**src/rtl/riscv_ctrl_fsm.sv**
```systemverilog
// Multi-cycle RV32 control sequencer: FETCH/DECODE/EXECUTE/MEM/WB with wait-timeout faults.
// Define RISCV_ILLEGAL_TRAP_EN to trap on instructions with no decoder class; otherwise they retire as NOPs.
module riscv_ctrl_fsm #(
  parameter int TIMEOUT_CYCLES = 16
) (
  input  logic        clk,
  input  logic        reset,
  output logic        imem_req_o,
  input  logic        imem_rvalid_i,
  input  logic [6:0]  op_i,
  input  logic        r_type_i,
  input  logic        i_type_i,
  input  logic        s_type_i,
  input  logic        b_type_i,
  input  logic        u_type_i,
  input  logic        j_type_i,
  input  logic        branch_taken_i,
  output logic        dmem_req_o,
  output logic        dmem_we_o,
  input  logic        dmem_rvalid_i,
  output logic        ir_we_o,
  output logic        rf_we_o,
  output logic        pc_we_o,
  output logic [1:0]  pc_sel_o,
  output logic        retire_o,
  output logic [31:0] instret_o,
  output logic        fault_o,
  output logic [1:0]  fault_code_o,
  output logic [2:0]  state_o
);

  typedef enum logic [2:0] {
    S_FETCH   = 3'd0,
    S_DECODE  = 3'd1,
    S_EXECUTE = 3'd2,
    S_MEM     = 3'd3,
    S_WB      = 3'd4,
    S_TRAP    = 3'd5
  } state_e;

  typedef enum logic [1:0] {
    FC_NONE    = 2'd0,
    FC_IMEM    = 2'd1,
    FC_DMEM    = 2'd2,
    FC_ILLEGAL = 2'd3
  } fault_e;

  typedef enum logic [1:0] {
    PC_SEQ = 2'd0,
    PC_REL = 2'd1,
    PC_RS1 = 2'd2
  } pc_sel_e;

  localparam logic [6:0] OP_LOAD = 7'b0000011;
  localparam logic [6:0] OP_JALR = 7'b1100111;
  // The counter holds the number of already-elapsed empty wait cycles, so the
  // last permitted wait cycle is the one that sees TIMEOUT_CYCLES-1.
  localparam logic [7:0] TIMEOUT_LAST = 8'(TIMEOUT_CYCLES - 1);

  state_e      state_q;
  logic [7:0]  wait_cnt_q;
  logic [31:0] instret_q;
  logic        fault_q;
  fault_e      fault_code_q;

  logic    no_class;
  logic    is_mem_op;
  logic    wait_expired;
  logic    imem_req;
  logic    dmem_req;
  logic    dmem_we;
  logic    ir_we;
  logic    rf_we;
  logic    pc_we;
  logic    retire;
  pc_sel_e pc_sel;

  assign no_class     = ~(r_type_i | i_type_i | s_type_i | b_type_i | u_type_i | j_type_i);
  assign is_mem_op    = (op_i == OP_LOAD) | s_type_i;
  assign wait_expired = (wait_cnt_q == TIMEOUT_LAST);

  // Controls are decoded from the current state plus live inputs because
  // ir_we, retire and the store/branch completions react in the same cycle.
  always_comb begin
    // NOTE: every signal gets a default first so no path through the case infers a latch.
    imem_req = 1'b0;
    dmem_req = 1'b0;
    dmem_we  = 1'b0;
    ir_we    = 1'b0;
    rf_we    = 1'b0;
    pc_we    = 1'b0;
    retire   = 1'b0;
    pc_sel   = PC_SEQ;
    unique case (state_q)
      S_FETCH: begin
        imem_req = 1'b1;
        ir_we    = imem_rvalid_i;
      end
      S_DECODE: begin
`ifndef RISCV_ILLEGAL_TRAP_EN
        if (no_class) begin
          pc_we  = 1'b1;
          retire = 1'b1;
        end
`endif
      end
      S_EXECUTE: begin
        if (!is_mem_op && b_type_i) begin
          pc_we  = 1'b1;
          retire = 1'b1;
          pc_sel = branch_taken_i ? PC_REL : PC_SEQ;
        end
      end
      S_MEM: begin
        dmem_req = 1'b1;
        dmem_we  = s_type_i;
        if (dmem_rvalid_i && s_type_i) begin
          pc_we  = 1'b1;
          retire = 1'b1;
        end
      end
      S_WB: begin
        rf_we  = 1'b1;
        pc_we  = 1'b1;
        retire = 1'b1;
        if (j_type_i) begin
          pc_sel = PC_REL;
        end else if (op_i == OP_JALR) begin
          pc_sel = PC_RS1;
        end
      end
      default: ;
    endcase
  end

  always_ff @(posedge clk) begin
    // NOTE: non-blocking assignments so every register updates from pre-edge values.
    if (reset) begin
      state_q      <= S_FETCH;
      wait_cnt_q   <= 8'd0;
      instret_q    <= 32'd0;
      fault_q      <= 1'b0;
      fault_code_q <= FC_NONE;
    end else begin
      if (retire) begin
        instret_q <= instret_q + 32'd1;
      end
      // The wait counter is cleared whenever a wait completes, so it is
      // always zero on entry to FETCH or MEM.
      unique case (state_q)
        S_FETCH: begin
          if (imem_rvalid_i) begin
            state_q    <= S_DECODE;
            wait_cnt_q <= 8'd0;
          end else if (wait_expired) begin
            state_q      <= S_TRAP;
            fault_q      <= 1'b1;
            fault_code_q <= FC_IMEM;
          end else begin
            wait_cnt_q <= wait_cnt_q + 8'd1;
          end
        end
        S_DECODE: begin
`ifdef RISCV_ILLEGAL_TRAP_EN
          if (no_class) begin
            state_q      <= S_TRAP;
            fault_q      <= 1'b1;
            fault_code_q <= FC_ILLEGAL;
          end else begin
            state_q <= S_EXECUTE;
          end
`else
          state_q <= no_class ? S_FETCH : S_EXECUTE;
`endif
        end
        S_EXECUTE: begin
          if (is_mem_op) begin
            state_q <= S_MEM;
          end else if (b_type_i) begin
            state_q <= S_FETCH;
          end else begin
            state_q <= S_WB;
          end
        end
        S_MEM: begin
          if (dmem_rvalid_i) begin
            state_q    <= s_type_i ? S_FETCH : S_WB;
            wait_cnt_q <= 8'd0;
          end else if (wait_expired) begin
            state_q      <= S_TRAP;
            fault_q      <= 1'b1;
            fault_code_q <= FC_DMEM;
          end else begin
            wait_cnt_q <= wait_cnt_q + 8'd1;
          end
        end
        S_WB: begin
          state_q <= S_FETCH;
        end
        S_TRAP: begin
          state_q <= S_TRAP;
        end
        default: begin
          state_q    <= S_FETCH;
          wait_cnt_q <= 8'd0;
        end
      endcase
    end
  end

  // Reset silences every output in the same cycle, including the registered ones.
  assign imem_req_o   = ~reset & imem_req;
  assign dmem_req_o   = ~reset & dmem_req;
  assign dmem_we_o    = ~reset & dmem_we;
  assign ir_we_o      = ~reset & ir_we;
  assign rf_we_o      = ~reset & rf_we;
  assign pc_we_o      = ~reset & pc_we;
  assign retire_o     = ~reset & retire;
  assign pc_sel_o     = reset ? 2'b00 : pc_sel;
  assign instret_o    = reset ? 32'd0 : instret_q;
  assign fault_o      = ~reset & fault_q;
  assign fault_code_o = reset ? 2'b00 : fault_code_q;
  assign state_o      = reset ? 3'd0 : state_q;

endmodule

```
**config.mk**
```make
export PLATFORM = sky130hd
export DESIGN_NAME = riscv_ctrl_fsm
export DESIGN_NICKNAME = d
export VERILOG_FILES = /design/src/rtl/riscv_ctrl_fsm.sv
export SDC_FILE = /design/constraint.sdc
export NUM_CORES = 1
export LEC_CHECK = 0
export ABC_AREA = 1
export BUFFER_PORTS_ARGS = -buffer_cell sky130_fd_sc_hd__buf_2
export CAP_MARGIN = 20
export CORE_MARGIN = 4
export CORE_UTILIZATION = 45
export DETAILED_ROUTE_END_ITERATION = 12
export PLACE_DENSITY_LB_ADDON = 0.12
export SETUP_SLACK_MARGIN = 0.2
export SYNTH_ARGS = -nofsm -noshare
export SYNTH_HDL_FRONTEND = slang
export SYNTH_SLANG_ARGS = --single-unit
```
**constraint.sdc**
```tcl
create_clock -name clk -period 2.8 [get_ports clk]
set_input_delay 0 -clock clk [delete_from_list [all_inputs] [get_ports clk]]
set_output_delay 0 -clock clk [all_outputs]
set_load 0.02 [all_outputs]
```
==> flow_summary.toml, run 1 <==
[status]
status = "completed"

[critical_path]
startpoint_type = "flip-flop"
crit_required_ns = 2.80
critPathMaxFanout = 42
critPathKind = "flip-flop to output port"
crit_arrival_ns = 2.30
end_kind = "output port"

[sta]
finalMaxSlewViolations = 0
finalSetupTns_ns = 0
fin_skew_ns = 0.008443
setup_ws_ns = 0.4959
period_minus_slack_ns = 2.304
fin_hold_ws_ns = 0.06429
fin_crit_sh_pct = 82.29
worst_slew_margin_rel_pct = 66.62
setup-violations-final = 0
grt_setup_unrepaired = "false"
worstMarginPinSlew_ns = 0.5006
fmax_ghz = 0.4340
finalHoldViolCount = 0

[routing]
drtIter0Drc = 148
vias = 3347
drt-met1-wl_mm = 3.579
dr_wl_met3_um = 306
antenna_left = 0
top_layer_used = "met4"
viasPerCell = 4.865
wl_per_cell_um = 11.31
drc = 0
firstDrtPassIters = 4
finalWirelength_mm = 7.778
met2_length_mm = 3.747

[synth]
synth_edf_count = 0
synth.cell_area_mm2 = 0.003093
yosysTopAreaCellShare_pct = 29.77
synth_top_cells_by_count = "nand2_1 (162), nor2_1 (133), inv_1 (67)"
synth_fp_nets = 574
synth_cells = 554
synth_flop_cell = "dfxtp_1"
ys_seq_area_share_pct = 29.77
async_reset_ff_share_pct = 0
synth_warnings = 0
synth.top_cells.by_area = "dfxtp_1 (30%), nand2_1 (20%), nor2_1 (16%), inv_1 (8.1%), a21oi_1 (6.1%)"
yosysMostFrequentCell = "nand2_1"
yosys.area.top_type = "dfxtp_1"
ys_seq_elements = 46
avgSynthCellArea_um2 = 5.583
synth.distinct_cells = 23

[place]
port_buffers = 64
gp_congestion = 0.8629
dp_hpwl_mm = 5.940
pre_cts_slack_ns = 0.8181

[clock_tree]
cts_resized = 0
cts_max_level = 2
ctsHoldBuffers = 0
clock-sinks = 46
cts_setup_buffers = 0
tritoncts = "yes"
cts-root-buf = "clkbuf_8"
clk_path_buf_depth = 2
numCtsBuffers = 5
clk_pin_slew_ns = 0.10
insertion_delay_ns = 0.31

[pwr]
power_density_mw_per_mm2 = 410.6
leakage_nw = 1.476
vdd_drop_max_uv = 222.8

[finish]
n_fill_cell = 703
utilization_pct = 54.69
nNetsFinal = 630
drive_gt1_share_pct = 14.24
diodes = 0
areaGrowthSynthToFinish_pct = 14.85

[global_routing]
grt_max_degree = 55
antenna_found_initial = 0
grt_pass1_vias = 3137
grtUsageTotal_pct = 19.33
overflow = 0
grt_first_pass_wirelength_mm = 13.54

[die]
die_height_um = 90.91
die_area_mm2 = 0.008264
die_w_um = 90.91
ioPinCount = 65
rows = 29
initial_core_util_pct = 47.62
coreArea_mm2 = 0.006495

[run]
cap_violations = 0

[worst_hold_path]
min_path_type = "input pin to flip-flop"
power by group:
part / internal, W / leakage (nW) / switching, W
Sequential: 0.000672 / 0.371 / 0.0000193
Clock: 0.000266 / 0.0504 / 0.000254
Combinational: 0.0000746 / 1.05 / 0.000172
Total: 0.00101 / 1.48 / 0.000446
metrics by stage:
step                area [um^2]  std cells  total power (W)
finish                     3552        688         0.001459
detailed placement         3438        680        0.0009535
global placement           3438        680        0.0009539
CTS                        3552        688         0.001474
floorplan                  3093        554        0.0008946
global route               3552        688         0.001538
layer usage:
| layer | global-route usage, % | up-vias |
|---|---|---|
| met3 | 3.000 | 11 |
| li1 | - | 1800 |
| met5 | 0 | - |
| met4 | 6.281 | 0 |
| met1 | 23.65 | 1470 |
| met2 | 34.59 | 66 |
cell families (layout without fill, tap and decap cells):
kind of cell             count (synthesis)  in the layout  share of synthesized area (%)
AO/OA/AOI/OAI                           51             51                          8.374
XOR/XNOR                                13             13                          3.681
adder cells (fa/ha/maj)                  2              2                         0.8089
buffers and inverters                   87            144                          11.16
flip-flops                              46             46                          29.77
AND/OR/NAND/NOR                        355            355                          46.20
path summary, 6_finish.rpt:
path | start | to | slack (ns) | cells past startpoint
hold reg to reg | fault_q$_SDFFE_PP0P_ | fault_q$_SDFFE_PP0P_ | 0.46 | 2
setup / recovery | state_q[1]$_SDFF_PP0_ | pc_we_o | 0.50 | 7
setup reg to reg | state_q[1]$_SDFF_PP0_ | instret_q[1]$_SDFFE_PP0P_ | 0.81 | 8
hold / removal | imem_rvalid_i | wait_cnt_q[3]$_SDFFE_PP0N_ | 0.06 | 4
sequential cells by signal, summed over array words and instances, names as in the netlist:
| name | flops |
|---|---|
| state_q | 3 |
| wait_cnt_q | 8 |
| instret_q | 32 |
| fault_q | 1 |
| fault_code_q | 2 |
placed cells by master, fill, tap and decap left out, drive strengths merged:
cell type / instances
clkinvlp: 2
nand4: 2
nand3: 38
nand2: 163
xor2: 12
dfxtp: 46
xnor2: 1
or2: 1
a21oi: 38
ha: 2
o21ai: 13
nor3: 10
clkbuf: 5
buf: 65
nor2: 140
bufinv: 1
nor3b: 1
inv: 71
cell type report:
class	count	area (um^2)	share of cell area, %
timing repair buffer	65	327.8	9.229
tap	77	96.34	2.712
multi-input combinational	421	1827	51.43
clock buffer	5	68.82	1.937
clock inverter	3	45.04	1.268
inverter	71	266.5	7.503
sequential	46	920.9	25.92
worst max-delay path, cell delays in order (launching register included):
cell and delay [ns]:
dfxtp_1 0.44, nand3_1 0.18, nor2_1 0.13, nand3_1 0.14
nand2_4 0.38, inv_2 0.30, nor2_1 0.22, buf_2 0.20
Power figures use the tool's default switching activity.
==> run 2: changes to the inputs <==
--- a/config.mk
+++ b/config.mk
@@ -5,7 +5,7 @@
 export SDC_FILE = /design/constraint.sdc
 export NUM_CORES = 1
 export LEC_CHECK = 0
-export ABC_AREA = 1
+export ABC_AREA = 0
 export BUFFER_PORTS_ARGS = -buffer_cell sky130_fd_sc_hd__buf_2
 export CAP_MARGIN = 20
 export CORE_MARGIN = 4
==> constraint.sdc (replaced) <==
create_clock -name clk -period 2.1 [get_ports clk]
set_input_delay 0 -clock clk [delete_from_list [all_inputs] [get_ports clk]]
set_output_delay 0 -clock clk [all_outputs]
set_load 0.02 [all_outputs]
==> flow_summary.toml, run 2 <==
[global_routing]
grtUsageTotal_pct = 19.64
antenna_found_initial = 0
grt_first_pass_wirelength_mm = 11.87
grt_max_degree = 39
overflow = 0
grt_pass1_vias = 2525

[pwr]
p_total_w = 0.001674
vdd_drop_max_uv = 246.7
power_density_mw_per_mm2 = 477.9
leakage_nw = 1.454

[finish]
mostFrequentLayoutCell = "buf_2"
postLayoutCellArea_mm2 = 0.003503
drive_gt1_share_pct = 36.17
areaGrowthSynthToFinish_pct = 29.69
regArea_um2 = 937.1
largest-register = "instret_q"
reg_top3 = "instret_q: 32 flops, wait_cnt_q: 8 flops, state_q: 3 flops"
n_fill_cell = 534
final_cells = 495
multi_input_comb_area_mm2 = 0.001853
final_cell_mix = "buf_2 (62), nor2_1 (45), nor2b_1 (42), dfxtp_1 (37), buf_4 (27)"
diodes = 0
largest_reg_flops = 32
nNetsFinal = 443

[critical_path]
startpoint_type = "flip-flop"
critPathKind = "flip-flop to flip-flop"
critPathMaxFanout = 7
crit_required_ns = 2.35
end_kind = "flip-flop"
crit_arrival_ns = 2.18

[clock_tree]
clk_pin_slew_ns = 0.09
numCtsBuffers = 5
ctsHoldBuffers = 0
clk_path_buf_depth = 2
cts-root-buf = "clkbuf_8"
clock-sinks = 46
tritoncts = "yes"
cts_max_level = 2
insertion_delay_ns = 0.30

[synth]
synth.distinct_cells = 47
synth.cell_area_mm2 = 0.002701
yosysTopAreaCellShare_pct = 34.09
synth_top_cells_by_count = "nor2_1 (47), dfxtp_1 (46), nor2b_1 (42)"
synth_fp_nets = 364
async_reset_ff_share_pct = 0
ys_seq_area_share_pct = 34.09
synth_cells = 344
avgSynthCellArea_um2 = 7.853
synth_edf_count = 0
yosys.area.top_type = "dfxtp_1"
synth.top_cells.by_area = "dfxtp_1 (34%), nor2b_1 (9.7%), mux2_2 (8.3%), nor2_1 (6.5%), nor3_1 (4.4%)"
synth_warnings = 0
yosysMostFrequentCell = "nor2_1"
ys_seq_elements = 46
synth_flop_cell = "dfxtp_1"

[sta]
finalSetupTns_ns = 0
period_minus_slack_ns = 1.935
finalHoldViolCount = 0
finalMaxSlewViolations = 0
fin_hold_ws_ns = 0.07398
fmax_ghz = 0.5167
fin_crit_sh_pct = 92.16
setup-violations-final = 0
worstMarginPinSlew_ns = 0.5223
grt_setup_unrepaired = "true"
worst_slew_margin_rel_pct = 65.18
fin_skew_ns = 0.01185

[run]
cap_violations = 0

[place]
dp_hpwl_mm = 4.985
dp_cells = 480
port_buffers = 64
dpl_cell_area_mm2 = 0.003188
gp_congestion = 0.8438

[routing]
antenna_left = 0
firstDrtPassIters = 4
vias = 2748
finalWirelength_mm = 7.173
drc = 0
drtIter0Drc = 164
viasPerCell = 5.552
wl_per_cell_um = 14.49

[worst_hold_path]
min_path_type = "input pin to flip-flop"

[die]
die_area_mm2 = 0.007307
ioPinCount = 65
initial_core_util_pct = 47.60
die_height_um = 85.48
coreArea_mm2 = 0.005675
rows = 27
die_w_um = 85.48

[status]
status = "completed"
## run 2: final timing paths
check                             start                         to  slack [ns]  depth (start not counted)
hold / removal            dmem_rvalid_i      state_q[0]$_SDFF_PP0_        0.07                          4
hold reg to reg    fault_q$_SDFFE_PP0P_       fault_q$_SDFFE_PP0P_        0.47                          2
setup reg to reg  state_q[0]$_SDFF_PP0_  instret_q[8]$_SDFFE_PP0P_        0.16                          6
setup / recovery  state_q[0]$_SDFF_PP0_  instret_q[8]$_SDFFE_PP0P_        0.16                          6
## run 2: cells by family (layout without fill, tap and decap cells)
kind of cell / after synthesis / count (layout) / synth area share (%)
DFF: 46 / 46 / 34.09
muxes: 21 / 21 / 8.708
and+or+nand+nor: 200 / 200 / 39.56
AOI/OAI and AO/OA: 46 / 48 / 10.98
buffers and inverters: 23 / 100 / 3.798
adders and majority gates: 2 / 2 / 0.9262
xor gates and xnor gates: 6 / 6 / 1.945
## run 2: worst max-delay path, cell delays in order, from the launching register on
cell and delay, ns:
dfxtp_4 0.36, nand4bb_4 0.23, a211o_4 0.35, o221a_4 0.17, buf_4 0.15, or4_4 0.50
a21oi_2 0.12
## run 2: what timing repair did
| item | in CTS | in global routing |
|---|---|---|
| gates resized for setup | 10 | 32 |
| gates cloned | 2 | 0 |
| endpoints found under the setup margin | 25 | 30 |
| buffers inserted | 4 | 2 |
| pin swaps | 4 | 7 |
## run 2: cell type report
| class | instances | share of cell area, % |
|---|---|---|
| inverter | 3 | 0.3214 |
| multi-input combinational | 277 | 52.89 |
| sequential | 46 | 26.75 |
| clock buffer | 5 | 1.964 |
| clock inverter | 2 | 0.2857 |
| timing repair buffer | 90 | 15.21 |
| tap | 72 | 2.571 |
## run 2: stage by stage
step                worst slack [ns]  util (%)
floorplan                     0.2209         -
global placement              0.1725     56.17
detailed placement           0.05388     56.17
CTS                           0.1936     58.95
global route                  0.1190     61.73
finish                        0.1647     61.73
## run 2: routing by layer
metal  global-route usage (%)  vias up  routed length (um)  share of wire [%]
li1                         -     1392                   -                  -
met1                    26.60     1266                3299                 46
met2                    32.34       86                3407                 47
met3                    2.913        4                 427                6.0
met4                    5.468        0                  38               0.53
met5                        0        -                   0                  0
## run 2: where the power goes
group          switching, W  internal (W)  total (W)  leakage (nW)
Sequential        0.0000157      0.000885   0.000900         0.376
Combinational      0.000152      0.000101   0.000253          1.03
Clock              0.000297      0.000224   0.000521        0.0438
Total              0.000465       0.00121    0.00167          1.45
==> run 3: changes to the inputs <==
--- a/config.mk
+++ b/config.mk
@@ -5,12 +5,13 @@
 export SDC_FILE = /design/constraint.sdc
 export NUM_CORES = 1
 export LEC_CHECK = 0
-export ABC_AREA = 0
+export ABC_AREA = 1
 export BUFFER_PORTS_ARGS = -buffer_cell sky130_fd_sc_hd__buf_2
 export CAP_MARGIN = 20
 export CORE_MARGIN = 4
 export CORE_UTILIZATION = 45
 export DETAILED_ROUTE_END_ITERATION = 12
+export GPL_TIMING_DRIVEN = 1
 export PLACE_DENSITY_LB_ADDON = 0.12
 export SETUP_SLACK_MARGIN = 0.2
 export SYNTH_ARGS = -nofsm -noshare
==> flow_summary.toml, run 3 (same netlist as run 1, synthesis figures left out) <==
[pwr]
vdd_drop_max_uv = 286.7
p_total_w = 0.001830
p_int_w = 0.001240
switchingPower_w = 0.0005899
clkPwrFrac_pct = 30.8
power_density_mw_per_mm2 = 510.5
combPwrFrac_pct = 18.8
leakage_nw = 1.498
switching_share_pct = 32.24
seqPwrFrac_pct = 50.4

[sta]
fmax_ghz = 0.5821
fin_skew_ns = 0.008983
worstMarginPinSlew_ns = 0.4570
worst_slew_margin_rel_pct = 69.53
fin_crit_sh_pct = 81.81
finalHoldViolCount = 0
setup-violations-final = 0
finalSetupTns_ns = 0
finalMaxSlewViolations = 0
period_minus_slack_ns = 1.718
grt_setup_unrepaired = "false"

[critical_path]
critPathKind = "flip-flop to flip-flop"
cp_num_buf_inv = 0
setup.worst_path.start = "instret_q[0]$_SDFFE_PP0P_"
slowest_stage = "dfxtp_1"
path_cells = "ha_1 -> nand2_1 -> nor2_1 -> nand2_1 -> nor2_1 -> nand2_1 -> nand2_1 -> nand2_1 -> nand2_1 -> a21oi_1"
crit_required_ns = 2.28
startpoint_type = "flip-flop"
crit_family = "simple AND/OR/NAND/NOR gates"
crit_arrival_ns = 1.90
critPathMaxFanout = 5
end_kind = "flip-flop"
r2r_start = "instret_q[0]$_SDFFE_PP0P_"
path_common_cell = "nand2_1"
max_stage_delay_ns = 0.42

[place]
dp_hpwl_mm = 6.190
port_buffers = 64
dpl_cell_area_mm2 = 0.003468
gp_congestion = 0.8980

[status]
status = "completed"

[finish]
drive_gt1_share_pct = 15.75
reg_top3 = "instret_q: 32 flops, wait_cnt_q: 8 flops, state_q: 3 flops"
diodes = 0
postLayoutCellArea_mm2 = 0.003585
largest_reg_flops = 32
final_cell_mix = "nand2_1 (162), nor2_1 (131), inv_1 (67), buf_2 (64), dfxtp_1 (45)"
nNetsFinal = 635
areaGrowthSynthToFinish_pct = 15.90
mostFrequentLayoutCell = "nand2_1"
largest-register = "instret_q"

[clock_tree]
numCtsBuffers = 5
insertion_delay_ns = 0.30
cts_max_level = 2
clk_path_buf_depth = 2
clock-sinks = 46
clk_pin_slew_ns = 0.09
cts-root-buf = "clkbuf_8"
tritoncts = "yes"

[worst_hold_path]
min_path_type = "input pin to flip-flop"
hold_start = "imem_rvalid_i"

[die]
initial_core_util_pct = 47.62
ioPinCount = 65
die_area_mm2 = 0.008264
coreArea_mm2 = 0.006495
rows = 29
die_w_um = 90.91
die_height_um = 90.91

[global_routing]
grt_pass1_vias = 3209
grtUsageTotal_pct = 19.82
use_met2_pct = 36.01
overflow = 0
grt_max_degree = 44
grt_util_met3_pct = 3.250
grt_first_pass_wirelength_mm = 13.91
antenna_found_initial = 0
busiest_layer = "met2"
global_route.usage.met1_pct = 23.78

[routing]
drtIter0Drc = 168
drc = 0
antenna_left = 0
wl_per_cell_um = 11.68
firstDrtPassIters = 4
viasPerCell = 4.935
vias = 3420
finalWirelength_mm = 8.095

[run]
cap_violations = 0
==> run 3: changes by cell type in the layout (fill, tap and decap cells not counted), sizes merged, moves of 14 or more <==
| cell | previous run | this run |
|---|---|---|
| inv | 3 | 71 |
| buf | 90 | 70 |
| nand3 | 15 | 38 |
| nand2 | 23 | 163 |
| nor3 | 24 | 10 |
| nor2b | 42 | 0 |
| mux2 | 20 | 0 |
| nor2 | 47 | 140 |
| a21oi | 14 | 38 |
==> run 3: cell type report <==
class | count | area, um^2
Tap cell | 77 | 96.34
Multi-Input combinational cell | 421 | 1842
Clock inverter | 3 | 21.27
Clock buffer | 5 | 68.82
Sequential cell | 46 | 922.1
Inverter | 71 | 269.0
Fill cell | 720 | 2910
Timing Repair Buffer | 70 | 365.4
==> run 3: timing repair <==
item,CTS,global route
buffers inserted,0,1
pin swaps,0,1
hold buffers,0,0
endpoints found under the setup margin,2,15
gates resized for setup,1,5
==> run 3: worst register-to-register path: stages (launching register included) <==
cell,delay [ns]
dfxtp_1,0.42
ha_1,0.24
nand2_1,0.07
nor2_1,0.17
nand2_1,0.11
nor2_1,0.29
nand2_1,0.09
nand2_1,0.06
nand2_1,0.04
nand2_1,0.05
a21oi_1,0.06
==> run 3: final timing paths <==
check	slack (ns)	cells after the start	end
worst max-delay path	0.38	10	instret_q[30]$_SDFFE_PP0P_
worst min-delay path	0.06	4	wait_cnt_q[3]$_SDFFE_PP0N_
worst max register to register	0.38	10	instret_q[30]$_SDFFE_PP0P_
worst min register to register	0.47	2	fault_q$_SDFFE_PP0P_
==> run 3: through the flow <==
step	instances	utilization (%)	hold slack (ns)	setup slack (ns)
2_1_floorplan	554	-	0.08708	0.6146
3_3_place_gp	684	53.40	0.3771	0.4127
3_5_place_dp	684	53.40	0.3877	0.3170
4_1_cts	692	54.83	0.05122	0.2019
5_1_grt	693	55.19	0.08562	0.2271
6_report	693	55.19	0.06206	0.3821
==> run 3: metal layers <==
layer,share of wire (%),vias to the layer above
met2,48,74
met1,46,1521
met5,0,-
li1,-,1813
met4,1.6,0
met3,4.8,12
==> run 3: power groups by stage <==
stage | clock [W] | sequential, W | combinational [W]
2_1_floorplan | 0 | 0.000936 | 0.000256
3_3_place_gp | 0 | 0.000940 | 0.000336
3_5_place_dp | 0 | 0.000941 | 0.000339
4_1_cts | 0.000579 | 0.000921 | 0.000341
5_1_grt | 0.000600 | 0.000926 | 0.000390
6_report | 0.000564 | 0.000922 | 0.000344
